==> config.mk <==
export PLATFORM = sky130hd
export DESIGN_NAME = alu_share_arbiter
export DESIGN_NICKNAME = d
export VERILOG_FILES = /design/src/rtl/alu_share_arbiter.sv
export SDC_FILE = /design/constraint.sdc
export NUM_CORES = 1
export LEC_CHECK = 0
export ABC_AREA = 1
export CAP_MARGIN = 10
export CELL_PAD_IN_SITES_DETAIL_PLACEMENT = 1
export CELL_PAD_IN_SITES_GLOBAL_PLACEMENT = 1
export CORE_ASPECT_RATIO = 0.5
export CORE_UTILIZATION = 28
export CTS_BUF_LIST = sky130_fd_sc_hd__clkbuf_4
export CTS_CLUSTER_SIZE = 24
export DETAILED_ROUTE_END_ITERATION = 10
export GPL_TIMING_DRIVEN = 0
export PLACE_DENSITY_LB_ADDON = 0.1
export SYNTH_ARGS = -nofsm -noshare
export SYNTH_HDL_FRONTEND = slang
export SYNTH_SLANG_ARGS = --single-unit
==> constraint.sdc <==
create_clock -name clock -period 2.86 [get_ports clock]
set_input_delay 0.572 -clock clock [delete_from_list [all_inputs] [get_ports clock]]
set_output_delay 0.572 -clock clock [all_outputs]
set_load 0.02 [all_outputs]
==> src/rtl/alu_share_arbiter.sv <==
// Round-robin arbiter sharing one 16-bit ALU between two requesters, with a
// valid/ready response port, a running indication and a sticky error flag.
module alu_share_arbiter #(
  parameter int ALU_LAT = 1,
  parameter int OP_W    = 4
) (
  input  logic              clock,
  input  logic              reset,
  input  logic [1:0]        req_valid,
  output logic [1:0]        req_ready,
  input  logic [2*OP_W-1:0] req_op,
  input  logic [31:0]       req_a,
  input  logic [31:0]       req_b,
  output logic [OP_W-1:0]   alu_op,
  output logic [15:0]       alu_a,
  output logic [15:0]       alu_b,
  input  logic [15:0]       alu_result,
  input  logic              alu_error,
  output logic              resp_valid,
  input  logic              resp_ready,
  output logic              resp_id,
  output logic [15:0]       resp_data,
  output logic              resp_error,
  output logic              running,
  output logic              error_sticky,
  input  logic              error_clear
);

  typedef enum logic [1:0] {IDLE, EXEC, RESP} state_t;

  state_t     state;
  logic [3:0] cnt;
  logic       last_grant;
  logic       grant;
  logic       accept;
  logic       capture;

  always_comb begin
    grant = 1'b0;
    case (req_valid)
      2'b01:   grant = 1'b0;
      2'b10:   grant = 1'b1;
      2'b11:   grant = ~last_grant;
      default: grant = 1'b0;
    endcase
    accept    = (state == IDLE) && (req_valid != 2'b00);
    req_ready = accept ? (grant ? 2'b10 : 2'b01) : 2'b00;
    capture   = (state == EXEC) && (cnt == 4'd1);
  end

  // last_grant resets to 1 so requester 0 wins the first contended grant.
  always_ff @(posedge clock or posedge reset) begin
    if (reset) begin
      state        <= IDLE;
      cnt          <= 4'd0;
      last_grant   <= 1'b1;
      alu_op       <= '0;
      alu_a        <= 16'd0;
      alu_b        <= 16'd0;
      resp_valid   <= 1'b0;
      resp_id      <= 1'b0;
      resp_data    <= 16'd0;
      resp_error   <= 1'b0;
      running      <= 1'b0;
      error_sticky <= 1'b0;
    end else begin
      if (capture && alu_error)
        error_sticky <= 1'b1;
      else if (error_clear)
        error_sticky <= 1'b0;

      case (state)
        IDLE: begin
          if (accept) begin
            alu_op     <= grant ? req_op[2*OP_W-1:OP_W] : req_op[OP_W-1:0];
            alu_a      <= grant ? req_a[31:16] : req_a[15:0];
            alu_b      <= grant ? req_b[31:16] : req_b[15:0];
            resp_id    <= grant;
            last_grant <= grant;
            cnt        <= 4'(ALU_LAT);
            running    <= 1'b1;
            state      <= EXEC;
          end
        end
        EXEC: begin
          cnt <= cnt - 4'd1;
          if (capture) begin
            resp_data  <= alu_result;
            resp_error <= alu_error;
            resp_valid <= 1'b1;
            state      <= RESP;
          end
        end
        RESP: begin
          if (resp_ready) begin
            resp_valid <= 1'b0;
            running    <= 1'b0;
            state      <= IDLE;
          end
        end
        default: state <= IDLE;
      endcase
    end
  end

endmodule
==> flow_metrics.env, run 1 <==
export IMPL_fp_dieW_um=150
export IMPL_avgSynthCellArea_um2=7.50
export IMPL_cts_repair_resized=1
export IMPL_cts_hold_buf=0
export IMPL_rsz0062_at_grt="false"
export IMPL_gr_usage_all_layers=0.176
export IMPL_antenna_cells=0
export IMPL_cp_common_cell="clkdlybuf4s50_1"
export IMPL_r2r_start="cnt[1]$_DFFE_PP0P_"
export IMPL_clock_skew_final_ps=11.6
export IMPL_dr_pass1_iters=4
export IMPL_die_area_um2=11400
export IMPL_antenna_left=0
export IMPL_holdPathEnd="last_grant$_DFFE_PP1P_"
export IMPL_cts_max_level=3
export IMPL_area_growth_pct=60.2
export IMPL_fin_cells=716
export IMPL_io_buffers=153
export IMPL_ys_ff_latch=64
export IMPL_netlist_area_um2=3050
export IMPL_drv_slew=0
export IMPL_post_cts_setup_buffers=0
export IMPL_grt_pass1_vias=3118
export IMPL_cts_buffers=9
export IMPL_crit_fanout=10
export IMPL_die_h_um=75.9
export IMPL_antenna_found_initial=0
export IMPL_status="finished clean"
export IMPL_fmaxAchievable_mhz=373
export IMPL_setup_viol=0
export IMPL_netlist_instances=407
export IMPL_vias=3103
export IMPL_r2r_slack_ps=1430
export IMPL_pwr_density_cell_nw_per_um2=999
export IMPL_place_ws_ps=-34.6
export IMPL_coreArea_um2=10400
export IMPL_cp_start_kind="input port"
export IMPL_critical_path_required_ps=2290
export IMPL_rows=26
export IMPL_dp_hpwl_mm=7.07
export IMPL_p_leak_uw=0.00247
export IMPL_cts_clk_slew_worst_paths_ps=100
export IMPL_via_per_inst=4.33
export IMPL_drt_initial_drc_count=89
export IMPL_hold_depth=2
export IMPL_period_minus_slack_ps=2680
export IMPL_setup_worst_path_class="input port to output port"
export IMPL_drv_cap=0
export IMPL_io_pins=154
export IMPL_hold_slack_ps=479
export IMPL_initial_utilization=0.293
export IMPL_critPathSlowestCell="clkdlybuf4s50_1"
export IMPL_netlist_cell_type_count=20
export IMPL_root_buffer="clkbuf_4"
export IMPL_gp_congestion=0.702
export IMPL_placed_cells=700
export IMPL_grt_max_degree=65
export IMPL_regArea_um2=1600
export IMPL_synthesis_nets=504
export IMPL_synth_warnings=0
export IMPL_tritoncts="yes"
export IMPL_routedWlPerCell_um=13.5
export IMPL_timing_final_crit_share=0.937
export IMPL_peakVddDrop_uv=470
export IMPL_clkLatencyLatePin_ps=400
export IMPL_crit_path_max_incr_delay_ps=620
export IMPL_critPathArrivalTime_ps=2110
export IMPL_synth_seq_area_share=0.525
export IMPL_timing_rr_end="resp_data[1]$_DFFE_PP0P_"
export IMPL_drc_errors=0
export IMPL_hold_start="last_grant$_DFFE_PP1P_"
export IMPL_clk_path_buf_depth=2
export IMPL_multi_input_area_um2=1290
export IMPL_crit_chain="clkdlybuf4s50_1 -> nand2_1 -> nand2_2 -> nor2_1 -> clkdlybuf4s50_1"
export IMPL_max_slew_margin_rel=0.454
export IMPL_min_path_type="flip-flop to flip-flop"
export IMPL_routed_wl_mm=9.63
export IMPL_worst_slew_pin_transition_ps=819
export IMPL_setup_slack_ps=181
export IMPL_fin_nets=668
export IMPL_fin_setup_tns_ps=0
export IMPL_reg2reg_depth=6
export IMPL_fill_cells=1300
export IMPL_finalHoldViolCount=0
export IMPL_p_total_uw=4890
export IMPL_final_common_cell="nand2_1"
export IMPL_cts_sinks=64
export IMPL_drive_above_1_share=0.0816
export IMPL_grt_pass1_wl_mm=15.2
export IMPL_grt_remaining_overflow=0
export IMPL_cp_end_kind="output port"
export IMPL_final_cell_mix="253 x nand2_1, 152 x clkdlybuf4s50_1, 63 x dfrtp_1"
cell usage after synthesis:
| library cell | count | share of area |
|---|---|---|
| or2_2 | 1 | 0.0020 |
| ha_1 | 2 | 0.0082 |
| nor2_4 | 2 | 0.0074 |
| a21oi_1 | 1 | 0.0016 |
| o21ai_2 | 1 | 0.0029 |
| nand3_1 | 41 | 0.067 |
| dfstp_2 | 1 | 0.0086 |
| buf_2 | 15 | 0.025 |
| o21ai_0 | 3 | 0.0049 |
| dfrtp_1 | 63 | 0.52 |
| nor2_1 | 3 | 0.0037 |
| inv_1 | 8 | 0.0098 |
| buf_4 | 4 | 0.0098 |
| nor2_2 | 1 | 0.0020 |
| buf_6 | 2 | 0.0074 |
| nand2_1 | 253 | 0.31 |
| inv_2 | 2 | 0.0025 |
| xor2_1 | 1 | 0.0029 |
| nand2_2 | 2 | 0.0041 |
| nand3_2 | 1 | 0.0033 |
sequential cells by signal, summed over array words and instances (netlist names):
register      cells
state             2
cnt               4
alu_a            16
resp_data        16
resp_error        1
alu_op            4
resp_valid        1
running           1
resp_id           1
last_grant        1
alu_b            16
error_sticky      1
report_power, final:
part	switching [µW]	total [µW]	internal (µW)
clock network	326	605	279
registers	243	1590	1350
logic	1500	2700	1190
total	2070	4890	2820
through the flow:
stage / util / instance area [µm²]
CTS: 0.470 / 4890
finish: 0.470 / 4890
floorplan: - / 3050
global placement: 0.457 / 4760
global route: 0.470 / 4890
detailed placement: 0.458 / 4760
critical path: cells and delay by family:
family                 cells  cell delay [ps]
buffers and inverters      2             1070
AND/OR/NAND/NOR            3              470
final cells by class:
type	count	share of cell area
Sequential cell	64	0.328
Timing Repair Buffer	153	0.313
Multi-Input combinational cell	312	0.263
Tap cell	140	0.0358
Buffer	21	0.0261
Clock buffer	11	0.0169
Clock inverter	5	0.00972
Inverter	10	0.00818
per-layer routing:
layer | wire [µm] | track usage | part of all wire
met2 | 4460 | 0.292 | 0.46
met3 | 802 | 0.0689 | 0.083
met5 | 0 | 0 | 0
met1 | 4310 | 0.218 | 0.45
met4 | 59 | 0.0438 | 0.0061
worst max path at each step:
stage | startpoint | end | depth (start not counted)
final | req_valid[0] | req_ready[1] | 5
after global routing | req_valid[0] | req_ready[1] | 5
after CTS | req_valid[0] | req_ready[1] | 5
after detailed placement | req_valid[0] | req_ready[0] | 6
after global placement | reset | alu_b[0]$_DFFE_PP0P_ | 2
after floorplan | reset | alu_a[0]$_DFFE_PP0P_ | 1
logic make-up after synthesis:
logic type      share of synthesized area
compound gates                    0.00942
xor+xnor                          0.00287
fa+ha+maj                         0.00819
buf+inv                            0.0541
flops                               0.525
simple gates                        0.401
Power figures use the tool's default switching activity.
==> run 2: changes to the inputs <==
--- a/config.mk
+++ b/config.mk
@@ -14,6 +14,7 @@
 export CTS_BUF_LIST = sky130_fd_sc_hd__clkbuf_4
 export CTS_CLUSTER_SIZE = 24
 export DETAILED_ROUTE_END_ITERATION = 10
+export GPL_ROUTABILITY_DRIVEN = 0
 export GPL_TIMING_DRIVEN = 0
 export PLACE_DENSITY_LB_ADDON = 0.1
 export SYNTH_ARGS = -nofsm -noshare
==> results of run 2 <==
Final layout, timing and power as in run 1 (identical DEF).
==> run 3: changes to the inputs <==
--- a/config.mk
+++ b/config.mk
@@ -6,13 +6,13 @@
 export NUM_CORES = 1
 export LEC_CHECK = 0
 export ABC_AREA = 1
+export ABC_CLOCK_PERIOD_IN_PS = 2860
 export CAP_MARGIN = 10
 export CELL_PAD_IN_SITES_DETAIL_PLACEMENT = 1
 export CELL_PAD_IN_SITES_GLOBAL_PLACEMENT = 1
 export CORE_ASPECT_RATIO = 0.5
 export CORE_UTILIZATION = 28
 export CTS_BUF_LIST = sky130_fd_sc_hd__clkbuf_4
-export CTS_CLUSTER_SIZE = 24
 export DETAILED_ROUTE_END_ITERATION = 10
 export GPL_ROUTABILITY_DRIVEN = 0
 export GPL_TIMING_DRIVEN = 0
==> results of run 3 <==
Final layout, timing and power as in run 1 (identical DEF).
